## src/rtl/dmgplus_pkg.sv

```systemverilog
// dmgplus_pkg: shared LCD geometry, VRAM word types and fill-engine enums.
package dmgplus_pkg;
    localparam int LCD_W = 160;
    localparam int LCD_H = 144;
    typedef logic [15:0] vram_addr_t;
    typedef logic [1:0]  vram_pix_t;
    typedef enum logic [1:0] {FILL_WHITE, FILL_BLACK, FILL_CHECK, FILL_BARS} fill_mode_t;
    typedef enum logic [1:0] {ST_IDLE, ST_RUN, ST_DONE} fill_st_t;
    typedef struct packed {
        vram_addr_t addr;
        vram_pix_t  pix;
    } cap_word_t;
endpackage

```

## src/rtl/vram_wr_fifo.sv

```systemverilog
// vram_wr_fifo: capture word FIFO with fall-through head.
// When empty, the head shows the incoming word so a same-cycle push+pop bypasses storage.
module vram_wr_fifo #(
    parameter int DEPTH = 4
) (
    input  logic                       clk_12m,
    input  logic                       rstn,
    input  logic                       push,
    input  logic                       pop,
    input  dmgplus_pkg::cap_word_t     wdata,
    output dmgplus_pkg::cap_word_t     head,
    output logic [$clog2(DEPTH):0]     count
);
    import dmgplus_pkg::*;
    localparam int AW = $clog2(DEPTH);
    cap_word_t     mem_q [DEPTH];
    logic [AW-1:0] wptr_q, rptr_q;
    logic [AW:0]   count_q;
    logic          empty, wr, rd;
    assign empty = count_q == '0;
    assign wr    = push && !(pop && empty);
    assign rd    = pop && !empty;
    assign head  = empty ? wdata : mem_q[rptr_q];
    assign count = count_q;
    always_ff @(posedge clk_12m or negedge rstn) begin
        if (!rstn) begin
            wptr_q  <= '0;
            rptr_q  <= '0;
            count_q <= '0;
        end else begin
            wptr_q  <= wr ? wptr_q + 1'b1 : wptr_q;
            rptr_q  <= rd ? rptr_q + 1'b1 : rptr_q;
            count_q <= (wr && !rd) ? count_q + 1'b1 : (rd && !wr) ? count_q - 1'b1 : count_q;
        end
    end
    always_ff @(posedge clk_12m) begin
        if (wr) mem_q[wptr_q] <= wdata;
    end
endmodule

```

## src/rtl/vram_wr_sched.sv

```systemverilog
// vram_wr_sched: VRAM write-port arbiter between capture FIFO and frame fill engine.
// Define VRAM_WR_SCHED_PATTERN_EN to enable checkerboard/bars fill patterns.
module vram_wr_sched #(
    parameter int FIFO_DEPTH = 4,
    parameter int LCD_W      = dmgplus_pkg::LCD_W,
    parameter int LCD_H      = dmgplus_pkg::LCD_H,
    parameter int STARVE_LIM = 8
) (
    input  logic        clk_12m,
    input  logic        rstn,
    input  logic        cap_valid,
    input  logic [15:0] cap_addr,
    input  logic [1:0]  cap_data,
    output logic        cap_ready,
    input  logic        fill_start,
    input  logic [1:0]  fill_mode,
    output logic        fill_busy,
    output logic        fill_done,
    output logic [7:0]  ovf_cnt,
    output logic        vram_we,
    output logic [15:0] vram_addr,
    output logic [1:0]  vram_data
);
    import dmgplus_pkg::*;
    localparam int AW = $clog2(FIFO_DEPTH);
    localparam int SW = $clog2(STARVE_LIM + 1);
    localparam logic [AW:0] FULL_CNT = (AW + 1)'(FIFO_DEPTH);
    localparam logic [7:0]  X_LAST   = 8'(LCD_W - 1);
    localparam logic [7:0]  Y_LAST   = 8'(LCD_H - 1);
    fill_st_t      state_q, state_d;
    fill_mode_t    mode_q, mode_d;
    logic [7:0]    x_q, x_d, y_q, y_d, ovf_q, ovf_d;
    logic [SW-1:0] starve_q, starve_d;
    logic          we_q;
    vram_addr_t    addr_q, addr_d;
    vram_pix_t     data_q, data_d, fill_pix;
    logic [AW:0]   count;
    cap_word_t     head, cap_word;
    logic          full, cap_avail, fill_req, grant_cap, grant_fill, push;
    assign cap_word   = {cap_addr, cap_data};
    assign full       = count == FULL_CNT;
    assign cap_ready  = !full;
    assign cap_avail  = count != '0 || cap_valid;
    assign fill_req   = state_q == ST_RUN;
    assign grant_cap  = cap_avail && (!fill_req || starve_q < SW'(STARVE_LIM));
    assign grant_fill = fill_req && !grant_cap;
    assign push       = cap_valid && (!full || grant_cap);
    assign ovf_cnt    = ovf_q;
    assign vram_we    = we_q;
    assign vram_addr  = addr_q;
    assign vram_data  = data_q;
    vram_wr_fifo #(.DEPTH(FIFO_DEPTH)) u_fifo (
        .clk_12m (clk_12m),
        .rstn    (rstn),
        .push    (push),
        .pop     (grant_cap),
        .wdata   (cap_word),
        .head    (head),
        .count   (count)
    );
    always_comb begin
        starve_d = grant_fill ? '0 : (grant_cap && fill_req) ? starve_q + 1'b1 : starve_q;
        ovf_d    = (cap_valid && !push && ovf_q != 8'hFF) ? ovf_q + 8'd1 : ovf_q;
        addr_d   = grant_cap ? head.addr : {y_q, x_q};
        data_d   = grant_cap ? head.pix : fill_pix;
    end
    always_ff @(posedge clk_12m or negedge rstn) begin
        if (!rstn) begin
            starve_q <= '0;
            ovf_q    <= '0;
            we_q     <= 1'b0;
            addr_q   <= '0;
            data_q   <= '0;
        end else begin
            starve_q <= starve_d;
            ovf_q    <= ovf_d;
            we_q     <= grant_cap || grant_fill;
            addr_q   <= addr_d;
            data_q   <= data_d;
        end
    end
    always_ff @(posedge clk_12m or negedge rstn) begin
        if (!rstn) begin
            state_q <= ST_IDLE;
            mode_q  <= FILL_WHITE;
            x_q     <= '0;
            y_q     <= '0;
        end else begin
            state_q <= state_d;
            mode_q  <= mode_d;
            x_q     <= x_d;
            y_q     <= y_d;
        end
    end
    always_comb begin
        state_d = state_q;
        mode_d  = mode_q;
        x_d     = x_q;
        y_d     = y_q;
        case (state_q)
            ST_IDLE: if (fill_start) begin
                state_d = ST_RUN;
                mode_d  = fill_mode_t'(fill_mode);
                x_d     = '0;
                y_d     = '0;
            end
            ST_RUN: if (grant_fill) begin
                x_d = x_q == X_LAST ? '0 : x_q + 8'd1;
                y_d = x_q == X_LAST ? y_q + 8'd1 : y_q;
                if (x_q == X_LAST && y_q == Y_LAST) state_d = ST_DONE;
            end
            default: state_d = ST_IDLE;
        endcase
    end
    always_comb begin
        fill_busy = state_q == ST_RUN;
        fill_done = state_q == ST_DONE;
`ifdef VRAM_WR_SCHED_PATTERN_EN
        fill_pix  = mode_q == FILL_BLACK ? 2'b11 :
                    mode_q == FILL_CHECK ? x_q[4:3] ^ y_q[4:3] :
                    mode_q == FILL_BARS  ? y_q[5:4] : 2'b00;
`else
        fill_pix  = mode_q == FILL_BLACK ? 2'b11 : 2'b00;
`endif
    end
endmodule

```

## config.mk

```make
export PLATFORM = sky130hd
export DESIGN_NAME = vram_wr_sched
export DESIGN_NICKNAME = d
export VERILOG_FILES = /design/src/rtl/dmgplus_pkg.sv /design/src/rtl/vram_wr_fifo.sv /design/src/rtl/vram_wr_sched.sv
export SDC_FILE = /design/constraint.sdc
export NUM_CORES = 1
export LEC_CHECK = 0
export ABC_AREA = 1
export ABC_CLOCK_PERIOD_IN_PS = 2300
export BUFFER_PORTS_ARGS = -buffer_cell sky130_fd_sc_hd__buf_2
export CELL_PAD_IN_SITES_DETAIL_PLACEMENT = 0
export CELL_PAD_IN_SITES_GLOBAL_PLACEMENT = 1
export CORE_ASPECT_RATIO = 0.9
export CORE_UTILIZATION = 42
export CTS_CLUSTER_DIAMETER = 150
export DETAILED_ROUTE_END_ITERATION = 8
export PLACE_DENSITY_LB_ADDON = 0.1
export SLEW_MARGIN = 15
export SYNTH_ARGS = -nofsm -noshare
export SYNTH_HDL_FRONTEND = slang
export SYNTH_HIERARCHICAL = 1
export SYNTH_SLANG_ARGS = --single-unit
```

## constraint.sdc

```tcl
create_clock -name clk_12m -period 2.3 [get_ports clk_12m]
set_input_delay 0.345 -clock clk_12m [delete_from_list [all_inputs] [get_ports clk_12m]]
set_output_delay 0.345 -clock clk_12m [all_outputs]
set_load 0.01 [all_outputs]
```

==> qor.csv <==
stage;metric;value;unit
outcome;outcome;finished clean;
placed_design;Placer Congestion;0.873;
floorplanning;IO Pins;54;
yosys;Syn Std Cell Area;5930;µm²
yosys;most frequent cell after synthesis;nand2_1;
sta;worst slew margin relative to its limit;59.6;%
sta;clk_skew;4.26;ps
floorplanning;die height;115;µm
yosys;Top FF cell, synth;edfxtp_1;
finish;share of layout cells above drive strength 1;17.2;%
floorplanning;die width;127;µm
finish;Nets;713;
detailed_routing;routed vias;4237;
worst_setup_path;CP Launch Type;flop;
worst_setup_path;CP startpoint;u_fifo/count[0];
grt;GR peak layer;met2;
yosys;Avg Synthesized Cell Area;9.64;µm²
worst_setup_path;Reg2Reg Depth;7;
placed_design;IO buf count;53;
detailed_routing;final WL;12.8;mm
finish;fin area;6990;µm²
sta;Least-Margin Pin Slew;605;ps
placed_design;Placed Cells;849;
power_and_ir_drop;static leakage;3.11;nW
sta;Max Fclk;520;MHz
worst_setup_path;FF-to-FF Start;u_fifo/count[0];
detailed_routing;Antenna Nets Post-Route;0;
floorplanning;Initial Utilization;43.7;%
worst_setup_path;CP Capture Type;flop;
placed_design;DP HPWL;8.48;mm
yosys;Async S/R FF share, synth;44.6;%
grt;M2 GR Usage;32.8;%
power_and_ir_drop;total power;9.27;mW
grt;GRT Total Usage;19.1;%
finish;Layout area overhead;17.9;%
grt;total gr overflow;0;
yosys;synth unique cells;36;
floorplanning;Total Die Area;14600;µm²
yosys;#FFs+latches synth;130;
worst_setup_path;Worst Setup Path Type;flop to flop;
worst_setup_path;required time worst endpoint;2380;ps
detailed_routing;routed length per instance;14.5;µm
sta;Min Hold Slack;162;ps
sta;setup TNS;0;ps
yosys;post-synth top area cell;edfxtp_1;
worst_setup_path;worst setup path endpoint;u_fifo/mem_q[0][1];
yosys;synth cell count leaders;nand2_1 (189), nor2_1 (94), edfxtp_1 (72);
clocking;worst-skew pair later-pin latency;410;ps
yosys;post-synthesis sequential area ratio;61.0;%
sta;Final Cycle Share;83.6;%
sta;max-slew violation count;0;
clocking;CTS Buf Count;17;
worst_setup_path;R2R Setup Slk;380;ps
finish;FILL cells;1276;
detailed_routing;drt drc;0;
grt;vias in the first global route;4193;
clocking;H-tree levels;4;
floorplanning;core footprint;13600;µm²
yosys;synth top area cells;edfxtp_1 (36%), dfrtp_1 (24%), nand2_1 (12%);
finish;Non-Filler Instances;882;
yosys;Synth Net Count;648;
sta;Hold Fails Final Rpt;0;
detailed_routing;vias per cell;4.80;
clocking;CTS tree;done;
yosys;number of enable flip-flop cells after synthesis;72;
detailed_routing;drt first pass iters;4;
grt;antenna violations before repair;0;
worst_setup_path;RR Endpoint;u_fifo/mem_q[0][1];
clocking;Max clock buf depth;2;
job;Max-cap violations;0;
clocking;clock slew at reported path FFs;60;ps
grt;GR Layer Usage met1;23.2;%
detailed_routing;DRT iter0 DRCs;266;
sta;RSZ-0062 raised after global routing;no;
yosys;post-synthesis cell count;615;
yosys;Synth top area share;36.5;%
hold_path;Hold Path Depth;1;
worst_setup_path;crit-path max FO;18;
clocking;Post-CTS Setup Bufs;0;
hold_path;HP Class;primary input to flop;
clocking;Clock Sinks;130;
grt;met3 Resource Use GR;5.09;%
grt;first-pass GRT wire length;20.7;mm
placed_design;placed cell areas;6360;µm²
power_and_ir_drop;VDD IR max;0.681;mV
clocking;Root Buffer;clkbuf_16;
grt;pin count of the biggest net entering global routing;39;
finish;antenna cells;0;
sta;final setup fails;0;
worst_setup_path;CP arrival;2010;ps
power_and_ir_drop;Pwr Density;1330;nW/µm²
floorplanning;num rows;40;
yosys;Synthesis Warnings;6;
sta;clock period minus worst slack;1920;ps
sequential cells by signal, summed over array words and instances (netlist names), 3 cells and up:
name	flops
u_fifo/mem_q	72
ovf_cnt	8
x_q	8
vram_addr	16
starve_q	4
u_fifo/count	3
y_q	8
worst max-delay path: stages, from the launching register on:
cell	delay, ps
dfrtp_1	430
nor2_1	80
nand2_1	90
nor2_2	60
nor2_1	310
o21ai_2	180
nor2_1	120
buf_4	310
cell families after synthesis:
kind of cell | count (synthesis) | share of synthesized area [%]
flops | 130 | 61.0
xor+xnor | 13 | 1.92
mux | 3 | 0.549
fa+ha+maj | 9 | 2.03
compound gates | 67 | 5.76
buf+inv | 60 | 5.40
simple gates | 333 | 23.4
cells in the final DEF (no fill, tap or decap), types with 2 or more instances in the layout:
cell	netlist	routed
clkbuf_16	0	17
o21ai_0	37	37
bufinv_16	0	4
inv_1	33	33
clkinv_2	1	3
edfxtp_1	72	72
xor2_1	9	9
buf_2	7	53
nand2_2	8	8
nand3b_1	2	2
clkbuf_8	0	2
o21ai_1	26	26
buf_4	4	12
clkinv_1	0	2
nand4_1	7	7
xnor2_1	4	4
nand3_1	24	24
mux2_2	2	2
inv_2	4	4
dfrtp_1	58	58
inv_4	2	2
clkinvlp_4	0	3
a21oi_1	2	2
nor2_2	2	2
nand2_1	189	189
nor2_1	94	94
clkbuf_1	0	2
ha_1	8	8
power breakdown:
part / total, mW / switching [mW] / internal, mW
clock: 2.81 / 0.954 / 1.86
sequential: 3.36 / 0.263 / 3.09
combinational: 3.10 / 2.08 / 1.02
total: 9.27 / 3.30 / 5.97
layer usage:
layer / wire length, µm / share of wire [%]
met2: 6150 / 48
met4: 108 / 0.84
met1: 6120 / 48
met3: 429 / 3.3
met5: 0 / 0
stage by stage:
step                worst slack, ps  utilization [%]
floorplan                     -61.1                -
global placement                461             46.9
detailed placement              417             46.9
CTS                             391             51.5
global route                    175             51.5
finish                          377             51.5
how the worst min path moves through the flow:
stage                       startpoint  slack, ps             endpoint
after floorplan                   rstn         50            mode_q[0]
after global placement            rstn        320         vram_data[0]
after detailed placement          rstn        330         vram_data[0]
after CTS                 fill_mode[1]        140            mode_q[1]
after global routing      fill_mode[0]        150            mode_q[0]
final                     cap_addr[11]        160  u_fifo/mem_q[3][13]
cell type report:
type	instances	area, µm²	share of cell area (%)
Clock buffer	21	460	6.59
Clock inverter	11	160	2.29
Inverter	40	156	2.24
Multi-Input combinational cell	425	1990	28.5
Sequential cell	130	3610	51.7
Tap cell	189	236	3.38
Timing Repair Buffer	66	365	5.23
timing repair:
item | 4_1_cts | 5_1_grt
resized for setup | 0 | 0
hold buffers | 1 | 0
hold endpoints to repair | 18 | 0
No activity file was read; power rests on OpenSTA's default activity.
